$ cat config.mk
export PLATFORM = sky130hd
export DESIGN_NAME = trans_block
export DESIGN_NICKNAME = d
export VERILOG_FILES = /design/src/rtl/rtl_settings_pkg.sv /design/src/rtl/trans_data_gen.sv /design/src/rtl/trans_block.sv
export SDC_FILE = /design/constraint.sdc
export NUM_CORES = 1
export LEC_CHECK = 0
export BUFFER_PORTS_ARGS = -buffer_cell sky130_fd_sc_hd__buf_4
export CORE_UTILIZATION = 49
export CTS_CLUSTER_SIZE = 25
export DETAILED_ROUTE_END_ITERATION = 10
export PLACE_DENSITY = 0.82
export SLEW_MARGIN = 20
export SYNTH_ARGS = -nofsm -noshare
export SYNTH_HDL_FRONTEND = slang
export SYNTH_SLANG_ARGS = --single-unit
$ cat constraint.sdc
create_clock -name clk_i -period 4 [get_ports clk_i]
set_input_delay 0.2 -clock clk_i [delete_from_list [all_inputs] [get_ports clk_i]]
set_output_delay 0.2 -clock clk_i [all_outputs]
set_load 0.01 [all_outputs]
$ cat src/rtl/rtl_settings_pkg.sv
// Shared settings for the memory-side transaction path.
// Holds the default bus widths, the command type encodings and the
// transmitter state type used by trans_block and its testbench.
package rtl_settings_pkg;

    localparam int ADDR_W  = 32;
    localparam int DATA_W  = 128;
    localparam int BURST_W = 11;

    localparam logic WR_TYPE = 1'b0;
    localparam logic RD_TYPE = 1'b1;

    typedef enum logic [1:0] {
        IDLE_S      = 2'd0,
        WRITE_S     = 2'd1,
        READ_WAIT_S = 2'd2,
        READ_S      = 2'd3
    } trans_state_t;

endpackage

$ cat src/rtl/trans_data_gen.sv
// Write-data generator, shared with the compare stage so both sides build
// identical words.
// Each 32-bit lane carries the test pattern with the beat index XORed into
// its low 16 bits; the lane is replicated across the whole data word.
// Ports:
//   pattern_i  32-bit test pattern
//   beat_i     beat index within the burst (0 for the first beat)
//   data_o     DATA_W-bit write word
// DATA_W must be a multiple of 32.
module trans_data_gen #(
    parameter int DATA_W = 128,
    parameter int BEAT_W = 11
) (
    input  logic [31:0]       pattern_i,
    input  logic [BEAT_W-1:0] beat_i,
    output logic [DATA_W-1:0] data_o
);

    localparam int LANES = DATA_W / 32;

    logic [31:0] lane;

    always_comb begin
        lane   = pattern_i ^ {16'h0000, 16'(beat_i)};
        data_o = '0;
        for (int i = 0; i < LANES; i++) begin
            data_o[i*32 +: 32] = lane;
        end
    end

endmodule

$ cat src/rtl/trans_block.sv
// Memory-side transmitter. Takes one command per handshake from the test
// control stage and turns it into a single Avalon-MM burst. Tracks read
// beats still in flight and reports process/busy status upstream.
//
// Handshake: a command is taken on any clock edge where trans_valid_i is
// high and trans_process_o is low; trans_process_o then stays high until the
// burst has been fully handed to the memory port, so a command presented
// while it is high simply waits.
//
// Ports:
//   clk_i, rst_n_i              clock, asynchronous active-low reset
//   start_test_i                pulse (idle only) latching burst_len_i / data_pattern_i
//   burst_len_i, data_pattern_i beats per burst (0 means 1), write pattern
//   trans_valid_i/type_i/addr_i command from the control stage
//   trans_process_o             command in execution
//   trans_busy_o                registered: processing or reads outstanding
//   mem_*                       Avalon-MM burst master
//   dbg_state_o                 current FSM state
//   dbg_outstanding_o           read beats currently in flight
module trans_block #(
    parameter int DATA_W          = rtl_settings_pkg::DATA_W,
    parameter int BURST_W         = rtl_settings_pkg::BURST_W,
    parameter int MAX_OUTSTANDING = 1024
) (
    input  logic                                 clk_i,
    input  logic                                 rst_n_i,
    input  logic                                 start_test_i,
    input  logic [BURST_W-1:0]                   burst_len_i,
    input  logic [31:0]                          data_pattern_i,
    input  logic                                 trans_valid_i,
    input  logic                                 trans_type_i,
    input  logic [rtl_settings_pkg::ADDR_W-1:0]  trans_addr_i,
    output logic                                 trans_process_o,
    output logic                                 trans_busy_o,
    output logic [rtl_settings_pkg::ADDR_W-1:0]  mem_address_o,
    output logic                                 mem_read_o,
    output logic                                 mem_write_o,
    output logic [DATA_W-1:0]                    mem_writedata_o,
    output logic [DATA_W/8-1:0]                  mem_byteenable_o,
    output logic [BURST_W-1:0]                   mem_burstcount_o,
    input  logic                                 mem_waitrequest_i,
    input  logic                                 mem_readdatavalid_i,
    output rtl_settings_pkg::trans_state_t       dbg_state_o,
    output logic [$clog2(MAX_OUTSTANDING+1)-1:0] dbg_outstanding_o
);

    import rtl_settings_pkg::*;

    localparam int OUT_W = $clog2(MAX_OUTSTANDING + 1);
    // Wide enough to hold outstanding + burst without wrapping.
    localparam int SUM_W = ((OUT_W > BURST_W) ? OUT_W : BURST_W) + 1;

    trans_state_t        state_q, state_d;
    logic [ADDR_W-1:0]   addr_q;
    logic [BURST_W-1:0]  len_q;
    logic [31:0]         pattern_q;
    logic [BURST_W-1:0]  beat_q;
    logic [OUT_W-1:0]    out_q;
    logic                busy_q;

    logic                accept;
    logic                wr_beat;
    logic                wr_last;
    logic                rd_accept;
    logic                rd_room;
    logic [SUM_W-1:0]    rd_sum;
    logic [DATA_W-1:0]   gen_word;

    // Process is a pure decode of the state register, so it is low exactly
    // when the FSM can take a new command.
    assign trans_process_o  = (state_q != IDLE_S);
    assign accept           = trans_valid_i && !trans_process_o;
    assign wr_beat          = (state_q == WRITE_S) && !mem_waitrequest_i;
    assign wr_last          = wr_beat && (beat_q == (len_q - BURST_W'(1)));
    assign rd_accept        = (state_q == READ_S) && !mem_waitrequest_i;
    assign rd_sum           = SUM_W'(out_q) + SUM_W'(len_q);
    assign rd_room          = (rd_sum <= SUM_W'(MAX_OUTSTANDING));
    assign trans_busy_o     = busy_q;
    assign mem_byteenable_o = '1;
    assign dbg_state_o      = state_q;
    assign dbg_outstanding_o = out_q;

    trans_data_gen #(
        .DATA_W (DATA_W),
        .BEAT_W (BURST_W)
    ) u_data_gen (
        .pattern_i (pattern_q),
        .beat_i    (beat_q),
        .data_o    (gen_word)
    );

    always_ff @(posedge clk_i or negedge rst_n_i) begin
        if (!rst_n_i) begin
            state_q <= IDLE_S;
        end else begin
            state_q <= state_d;
        end
    end

    // Request outputs decode only registered state, so they cannot change
    // while waitrequest holds a beat on the bus.
    always_comb begin
        state_d          = state_q;
        mem_read_o       = 1'b0;
        mem_write_o      = 1'b0;
        mem_address_o    = '0;
        mem_burstcount_o = '0;
        mem_writedata_o  = '0;
        case (state_q)
            IDLE_S: begin
                if (accept) begin
                    state_d = (trans_type_i == RD_TYPE) ? READ_WAIT_S : WRITE_S;
                end
            end
            WRITE_S: begin
                mem_write_o      = 1'b1;
                mem_address_o    = addr_q;
                mem_burstcount_o = len_q;
                mem_writedata_o  = gen_word;
                if (wr_last) begin
                    state_d = IDLE_S;
                end
            end
            READ_WAIT_S: begin
                if (rd_room) begin
                    state_d = READ_S;
                end
            end
            READ_S: begin
                mem_read_o       = 1'b1;
                mem_address_o    = addr_q;
                mem_burstcount_o = len_q;
                if (rd_accept) begin
                    state_d = IDLE_S;
                end
            end
            default: state_d = IDLE_S;
        endcase
    end

    // Test settings only change between commands.
    always_ff @(posedge clk_i or negedge rst_n_i) begin
        if (!rst_n_i) begin
            len_q     <= '0;
            pattern_q <= '0;
        end else if (start_test_i && (state_q == IDLE_S)) begin
            len_q     <= (burst_len_i == '0) ? BURST_W'(1) : burst_len_i;
            pattern_q <= data_pattern_i;
        end
    end

    always_ff @(posedge clk_i or negedge rst_n_i) begin
        if (!rst_n_i) begin
            addr_q <= '0;
        end else if (accept) begin
            addr_q <= trans_addr_i;
        end
    end

    always_ff @(posedge clk_i or negedge rst_n_i) begin
        if (!rst_n_i) begin
            beat_q <= '0;
        end else if (wr_last) begin
            beat_q <= '0;
        end else if (wr_beat) begin
            beat_q <= beat_q + BURST_W'(1);
        end
    end

    // READ_WAIT_S guarantees room, so the add cannot exceed MAX_OUTSTANDING.
    // A stray readdatavalid with nothing outstanding leaves the count at 0.
    always_ff @(posedge clk_i or negedge rst_n_i) begin
        if (!rst_n_i) begin
            out_q <= '0;
        end else if (rd_accept) begin
            out_q <= OUT_W'(rd_sum - SUM_W'(mem_readdatavalid_i));
        end else if (mem_readdatavalid_i && (out_q != '0)) begin
            out_q <= out_q - OUT_W'(1);
        end
    end

    // Busy looks at the values held before this edge, so it trails process
    // and the outstanding count by one cycle.
    always_ff @(posedge clk_i or negedge rst_n_i) begin
        if (!rst_n_i) begin
            busy_q <= 1'b0;
        end else begin
            busy_q <= trans_process_o || (out_q != '0);
        end
    end

    a_no_stray_rdv: assert property (@(posedge clk_i) disable iff (!rst_n_i)
        !(mem_readdatavalid_i && !rd_accept && (out_q == '0)));

endmodule

# After elaboration in Yosys (flattened, before gate mapping)
# Cells that the tools add are included.
# Widths: inputs -> output; s select.
# word_totals
ff_bits	100
input_bits	82
output_inout_bits	204
# classes
n_addsub	5
order_cmp	1
eq_ne	8
muxes	16
bitwise_logic	1
reduce_logical	17
# ops
operator	count
$mux 128	1
$mux 11	6
$mux 32	1
$xor 32x11->32	1
$sub 11x1->11 const B	2
$add 11x11->12	1
$le 12x11->1 const B	1
$add 11x1->11 const B	1
$eq 11x11->1	1
$logic_not 11->1	1
$reduce_bool 11->1	1
$sub 11x1->11	1
$mux 2	5
$ne 2x2->1 const B	4
$pmux 2 s4	1
$logic_and 1x1->1	6
$reduce_bool 2->1	3
$eq 2x2->1 const B	2
$reduce_and 4->1	1
$eq 2x1->1 const B	1
$logic_not 1->1	2
$logic_not 2->1	1
$mux 1	2
$reduce_or 2->1	1
$logic_or 1x1->1	1

# Depth between registers and ports, before layout
# Gate-level depths: netlist of the first run.
# logic_depth
ltp_word	5
ltp_mapped	9
mapped_depth_nobuf	9

# Cells and area by module
# A second synthesis of the first run with hierarchy kept.
# hier_totals
hier_cells	831
hier_area_um2	7727.4
# modules_own_cells
mod	instances	cells_each	area_each_um2	seq_area_each_um2
trans_block	1	703	6752.7	2502.4
trans_data_gen	1	128	974.7	0.0

# Least setup slack after synthesis of the first run
# No wires, ideal clock.
# synth_path
path_type	register to register
startpoint	register out_q[0], in the netlist dbg_outstanding_o[0]
endpoint	register out_q[10], in the netlist dbg_outstanding_o[10]
t_arrival_ps	2835
required_ps	3923
setup_slack_ps	1088
path_stages_with_launch	10
period_less_slack_ps	2912
path_cell_list	dfrtp_1 > ha_1 > fa_1 > a21o_1 > and2_1 > a211o_1 > a222oi_1 > o2111ai_1 > xor2_1 > o21ai_1
# synth_via
elab_chain_len	3
word_cells_on_any_way	8
classes_between	add/sub (3); mux (2); reduce/logical (3)
# synth_rtl
item	line_no	text
from (decl)	trans_block.sv:58	logic [OUT_W-1:0] out_q;
from (signal assigned)	trans_block.sv:176	out_q <= OUT_W'(rd_sum - SUM_W'(mem_readdatavalid_i));
from (signal assigned)	trans_block.sv:178	out_q <= out_q - OUT_W'(1);
$add 11x11->12 (tied with other cells)	trans_block.sv:76	assign rd_sum = SUM_W'(out_q) + SUM_W'(len_q);
$sub 11x1->11 (tied with other cells)	trans_block.sv:176	
$mux 11 / $reduce_bool 2->1 (equally long branches)	--	
# Several ways; a longest one is shown, not always the timed one. The select of a mux whose other input is x is not followed.
# A chain may end at the register's enable or synchronous reset.

# Worst setup path after layout of the first run
# layout_path
startpoint	register len_q[0]
endpoint	register state_q[0], in the netlist dbg_state_o[0]
# layout_via
elab_chain_len	5
word_cells_on_any_way	8
classes_between	add/sub (2); order compare (1); eq/ne (3); reduce/logical (2)
# layout_rtl
item	line_no	text
from (decl)	trans_block.sv:55	logic [BURST_W-1:0] len_q;
from (signal assigned)	trans_block.sv:147	len_q <= (burst_len_i == '0) ? BURST_W'(1) : burst_len_i;
parallel branches: the longest is 4 deep, another holds $add 11x11->12	--	
$reduce_and 4->1 (no line) *	--	
to (signal assigned)	trans_block.sv:96	state_q <= state_d;
to (decl)	trans_block.sv:53	trans_state_t state_q, state_d;
# Mark *: on every way between the ends.

==> results of run 1 <==
area by class of cell:
type,count,share of cell area
clock buffers,13,0.0324
clock inverters,1,0.000900
inverters,14,0.00630
multi-input cells,440,0.387
flip-flops and latches,100,0.300
well taps,176,0.0264
repair buffers,274,0.247
stage by stage:
stage | instances | utilization
floorplan | 694 | -
global placement | 1004 | 0.606
detailed placement | 1004 | 0.606
CTS | 1018 | 0.627
global route | 1018 | 0.627
finish | 1018 | 0.627
critical path, cell delays in order (launching register included):
cell and delay, ns:
dfrtp_1 0.46, ha_1 0.29, fa_1 0.48, a21o_1 0.26, and2_1 0.19, a211o_1 0.33
a222oi_1 0.62, o211ai_1 0.21, nor3_1 0.23, o21a_1 0.14
flip-flops by register name (all words and copies together) (netlist names):
signal	flops
trans_busy_o	1
addr_q	32
len_q	11
dbg_state_o	2
beat_q	11
pattern_q	32
dbg_outstanding_o	11
placed cells by master (no fill, tap or decap), types with 2 or more instances in the layout:
cell type and count:
nand4_1 2, ha_1 16, or4_1 5, or2_2 2, a211o_1 3, nand3b_1 3
a41oi_1 2, clkbuf_8 3, o2111ai_1 3, clkbuf_16 9, nor2_1 38, o21a_1 4
xnor2_1 35, a21boi_0 2, a211oi_1 5, mux2_2 73, a21oi_1 9, nand3_1 11
dfrtp_1 100, o211ai_1 4, and3_1 3, nor3b_1 3, a21o_1 4, o31ai_1 2
conb_1 16, nor2b_1 3, a221oi_1 2, o21ai_0 15, nor4_1 6, inv_1 14
nand2_1 25, and2_1 72, o21bai_1 2, o21ai_1 8, nand2b_1 9, or3_1 3
xor2_1 17, nor3_1 13, buf_4 274
metal layers:
metal	part of all wire	global-route usage	wire [um]	vias to the layer above
met2	0.47	0.391	7930	242
met4	0.021	0.0870	354	0
met3	0.091	0.0676	1530	20
met1	0.41	0.300	6890	2472
li1	-	-	-	2500
met5	0	0	0	-
power breakdown:
part	total [mW]	leakage (nW)	switching [mW]	internal, mW
Sequential	1.95	1.19	0.455	1.50
Combinational	5.29	2.64	2.61	2.68
Clock	0.839	0.134	0.372	0.467
worst paths after layout:
| path | from | to |
|---|---|---|
| max | len_q[0] | dbg_state_o[0] |
| min | rst_n_i | addr_q[5] |
| max reg2reg | len_q[0] | dbg_state_o[0] |
| min reg2reg | pattern_q[16] | pattern_q[16] |
| max in group asynchronous | rst_n_i | pattern_q[19] |
| min in group clk_i | trans_addr_i[7] | addr_q[7] |
cell families (layout without fill, tap and decap cells):
kind of cell,after synthesis,in the layout
and+or+nand+nor,204,204
buffers and inverters,154,302
DFF,100,100
AOI/OAI and AO/OA,78,78
muxes,73,73
xor gates and xnor gates,52,52
adders and majority gates,17,17
other,1,16
==> summary.txt, run 1 <==
Outcome
  – Status: finished with violations
  – Failing checks: negative hold slack

Setup path
  – Critical Path Source Type: flip-flop
  – CP Capture Type: flip-flop
  – Crit-path max FO: 7
  – WS Path Type: reg -> reg
  – Critical path required time: between 4 and 5 ns
  – Worst R2R Setup Slack: 0.75 ns
  – Critical path arrival: 3.54 ns
  – R2R depth: 9

Route
  – Routed WL: 16700 um
  – WL/cell: 16.4 um
  – DRT iter0 DRCs: 316
  – ANT nets after route: 0
  – DRC Markers: 0
  – Vias per cell: 5.14
  – DR pass1 iterations: 4
  – Vias post-DR: around 5200

GRT
  – Initial antenna violation count: 0
  – Pin count of the biggest net entering global routing: 73
  – Vias in the first global route: approximately 5000
  – First-pass GRT wire length: 26300 um
  – Gr usage total: 0.239
  – GRT Residual Overflow: 0

STA
  – Final Cycle Share: 0.813
  – Fin. max-slew vios: 0
  – Setup TNS: 0 ns
  – Slew @ Worst Pin: 0.951 ns
  – Setup-failing EPs final: 0
  – Clock period minus worst slack: 3.25 ns
  – Final hold viol count: 17
  – Skew final: 0.00491 ns
  – Hold Slack: -0.0335 ns
  – RSZ-0062 raised after global routing: false
  – Relative slew slack: 0.357
  – PnR worst setup slack: roughly 0.75 ns
  – Achievable clock frequency: between 300 and 400 MHz

Worst hold path
  – Worst hold path type: in -> async

Yosys
  – Synth area leader: dfrtp_1
  – Post-synth EDFFs: 0
  – Syn Inst Count: approximately 680
  – Most common cell in the synthesized netlist: buf_4
  – Number of synthesized register bits: 100
  – Adder-cell share of the synthesized area: 0.0330
  – Syn. warnings: 0
  – Mux cell area share after synthesis: 0.123
  – Yosys cell types: 60
  – Largest family of logic cells by synthesized area: simple AND/OR/NAND/NOR gates
  – Synth Cell Area: 6680 um^2
  – Mean Syn Cell Area: 9.84 um^2
  – Synth Area in XOR/XNOR: 0.0682
  – Ys async rst share: 1.00
  – Synth area leaders: dfrtp_1, buf_4, mux2_2
  – Top_reg_cell synth: dfrtp_1
  – Post-synthesis compound-gate area fraction: 0.0822
  – Synth cell count leaders: buf_4, dfrtp_1, and2_1, mux2_2, nor2_1
  – Area share of and/or/nand/nor cells after synthesis: 0.168
  – Yosys top cell area share: 0.374
  – Sequential area share after synthesis: 0.374

Floorplanning
  – Num rows: 42
  – Chip height: 119 um
  – Initial Utilization: 0.503
  – Die Wd: 119 um
  – Core box area: 13300 um^2
  – Die ar.: 14100 um^2
  – I/O pins: 286

Clock network
  – Setup bufs post-CTS: 0
  – H-Tree Depth: 3
  – Clk buf depth: 2
  – Clk_lat worst skew: about 0.35 ns
  – CTS sink cnt: 100
  – Root buffer cell: clkbuf_16
  – Post-cts sizing count: 0
  – CTS tree: yes
  – Reg clk slew, reported paths: 0.07 ns
  – Post-CTS Hold Buffers: 0
  – CTS buffer count: 9

Layout
  – Nets@finish: 938
  – Post-route cell area: 8340 um^2
  – Register area: 2500 um^2
  – Multi-input logic area: 3230 um^2
  – Filler cells: 1137
  – P&R area growth vs syn: 24.8%
  – N_diodes: 0
  – Layout cells sized above 1: 0.438

Placed design
  – Post-detail-place hpwl: ~13000 um
  – IO Port Bufs: about 270
  – Area after DPL: 8060 um^2
  – GPL Wtd Cong: 0.853
  – Place WS: 0.841 ns

Job
  – Maxcap violations: 0

Power
  – Peak supply drop: approximately 0.46 mV
  – Total power: 8.08 mW
  – P_leak: approximately 4.0 nW
  – Pwr dens: 969 nW/um^2
Power figures use the tool's default switching activity.
==> inputs of run 2 (changes only) <==
--- a/config.mk
+++ b/config.mk
@@ -6,10 +6,10 @@
 export NUM_CORES = 1
 export LEC_CHECK = 0
 export BUFFER_PORTS_ARGS = -buffer_cell sky130_fd_sc_hd__buf_4
-export CORE_UTILIZATION = 49
+export CORE_UTILIZATION = 44
 export CTS_CLUSTER_SIZE = 25
 export DETAILED_ROUTE_END_ITERATION = 10
-export PLACE_DENSITY = 0.82
+export PLACE_DENSITY = 0.78
 export SLEW_MARGIN = 20
 export SYNTH_ARGS = -nofsm -noshare
 export SYNTH_HDL_FRONTEND = slang
==> constraint.sdc (replaced) <==
create_clock -name clk_i -period 2.8 [get_ports clk_i]
set_input_delay 0.14 -clock clk_i [delete_from_list [all_inputs] [get_ports clk_i]]
set_output_delay 0.14 -clock clk_i [all_outputs]
set_load 0.01 [all_outputs]
==> run 2 against run 1 <==
Against the previous run:
- the run ends with design-rule violations left
- via count grew 1.5%
- design area grew 2.5%
- combinational power grew 49%
- core utilization shrank 4.6 points
- routed wire length grew 3.5%
- sequential power grew 41%
- clock power grew 41%
- critical path type unchanged
- largest cell class unchanged
- highest routed layer unchanged
==> summary.txt, run 2 (same netlist as run 1, synthesis figures left out) <==
GRT
  – GRT Residual Overflow: 0
  – Vias in the first global route: 5092
  – Gr usage total: 0.223
  – Initial antenna violation count: 0
  – Pin count of the biggest net entering global routing: 64
  – First-pass GRT wire length: 27200 um

Floorplanning
  – Core box area: approximately 15000 um^2
  – I/O pins: 286
  – Chip height: 125 um
  – Die ar.: 15700 um^2
  – Die Wd: ~130 um
  – Initial Utilization: 0.455
  – Num rows: 44

Layout
  – N_diodes: 0
  – Layout cells sized above 1: 0.458
  – Most frequent cells in the layout: buf_4, dfrtp_1, mux2_2
  – Layout Cells excl Fill: between 1000 and 1500
  – P&R area growth vs syn: 27.9%
  – Commonest non-fill, non-tap cell in the layout: buf_4
  – Filler cells: between 1000 and 1500
  – Nets@finish: 958
  – Largest regs: addr_q: 32 flops, pattern_q: 32 flops

Clock network
  – Clk_lat worst skew: 0.35 ns
  – CTS tree: yes
  – Reg clk slew, reported paths: 0.07 ns
  – CTS sink cnt: 100
  – CTS buffer count: 9
  – H-Tree Depth: 3
  – Clk buf depth: 2
  – Root buffer cell: clkbuf_16

Route
  – DRC Markers: 23
  – WL/cell: ~17 um
  – Routed WL: 17300 um
  – DRT iter0 DRCs: 227
  – ANT nets after route: 0
  – Vias per cell: between 5 and 6
  – Vias post-DR: 5314
  – DR pass1 iterations: 8

Placed design
  – GPL Wtd Cong: about 0.88
  – Place WS: 0.0718 ns
  – IO Port Bufs: 269
  – Post-Place Cells: 1030
  – Post-detail-place hpwl: about 14000 um

Power
  – Switching fraction of total power: 0.422
  – P_leak: about 4 nW
  – Pwr dens: 1380 nW/um^2
  – Int Power: between 6 and 7 mW
  – Comb power frac: 0.668
  – Peak supply drop: between 0.6 and 0.7 mV
  – Switch Pwr: 4.97 mW
  – Part of the power in registers: 0.232
  – Clock network fraction of total power: 0.100

STA
  – Setup TNS: 0 ns
  – Fin. max-slew vios: 0
  – Final hold viol count: 0
  – Slew @ Worst Pin: 0.847 ns
  – Final Cycle Share: 0.959
  – Skew final: 0.00902 ns
  – Setup-failing EPs final: 0
  – Relative slew slack: 0.436
  – PnR worst setup slack: 0.115 ns
  – Clock period minus worst slack: 2.68 ns
  – Achievable clock frequency: approximately 370 MHz

Setup path
  – Worst path max stage delay: 0.44 ns
  – Critical Path Source Type: flip-flop
  – Critical path required time: 3.09 ns
  – Critical path arrival: a little under 3 ns
  – Crit-path max FO: 5
  – Max stage delay cell, worst path: dfrtp_2
  – WP buf/inv: 1
  – R2R depth: 10
  – Largest delay share family, worst path: compound AO/OA/AOI/OAI gates
  – Levels on crit path: 10
  – CP Capture Type: flip-flop
  – Worst path cell trace: ha_4 > fa_2 > a21o_1 > and2_4 > a211o_1 > a222oi_1 > buf_4 > o211ai_1 > nor3_1 > o21a_1
  – WS Path Type: reg -> reg

Job
  – Maxcap violations: 0

Outcome
  – Failing checks: design-rule violations
  – Status: finished with violations

Worst hold path
  – Worst hold path type: in -> reg
  – Hold path depth: 3
run 2: repair_timing:
item / CTS / global route
resized for setup: 0 / 5
setup buffers: 0 / 1
setup endpoints to repair: 0 / 5
endpoints found under the hold margin: 60 / 0
hold buffers: 1 / 0
run 2: path summary, 6_finish.rpt:
| kind | from | to | slack, ns |
|---|---|---|---|
| hold / removal | burst_len_i[1] | len_q[1] | 0.02 |
| min in group asynchronous | rst_n_i | addr_q[20] | 0.45 |
| setup reg to reg | dbg_outstanding_o[0] | dbg_state_o[0] | 0.12 |
| max in group asynchronous | rst_n_i | pattern_q[25] | 1.58 |
| hold reg to reg | pattern_q[30] | pattern_q[30] | 0.50 |
| setup / recovery | dbg_outstanding_o[0] | dbg_state_o[0] | 0.12 |
run 2: metrics by stage:
stage,power [mW],hold slack (ns),util,instance area [um^2]
final,11.8,0.0166,0.582,8550
after global routing,12.7,0.00323,0.582,8550
after CTS,11.8,0.00416,0.580,8520
after detailed placement,10.6,0.309,0.560,8240
after global placement,10.5,0.302,0.560,8240
after floorplan,8.17,-0.156,-,6760
run 2: area by class of cell:
type / instances / area (um^2) / area share
sequential: 100 / 2510 / 0.293
timing repair buffer: 294 / 2220 / 0.260
multi-input combinational: 440 / 3270 / 0.382
inverter: 14 / 52.6 / 0.00615
tap: 184 / 230 / 0.0269
clock buffer: 13 / 250 / 0.0293
clock inverter: 3 / 21.3 / 0.00249
run 2: worst register-to-register path, cell delays in order, from the launching register on:
cell	delay [ns]
dfrtp_2	0.44
ha_4	0.19
fa_2	0.36
a21o_1	0.23
and2_4	0.17
a211o_1	0.28
a222oi_1	0.35
buf_4	0.19
o211ai_1	0.09
nor3_1	0.19
o21a_1	0.14
run 2: power groups by stage:
stage               sequential (mW)  combinational, mW  clock, mW
floorplan                      2.62               5.56          0
global placement               2.75               7.74          0
detailed placement             2.78               7.83          0
CTS                            2.75               7.86       1.22
global route                   2.85               8.56       1.28
finish                         2.74               7.87       1.18
run 2: layer usage:
layer / vias to the layer above / track usage / share of wire
met5: - / 0 / 0
met4: 0 / 0.0581 / 0.013
met3: 14 / 0.0847 / 0.10
met2: 226 / 0.377 / 0.49
met1: 2523 / 0.266 / 0.40
li1: 2551 / - / -
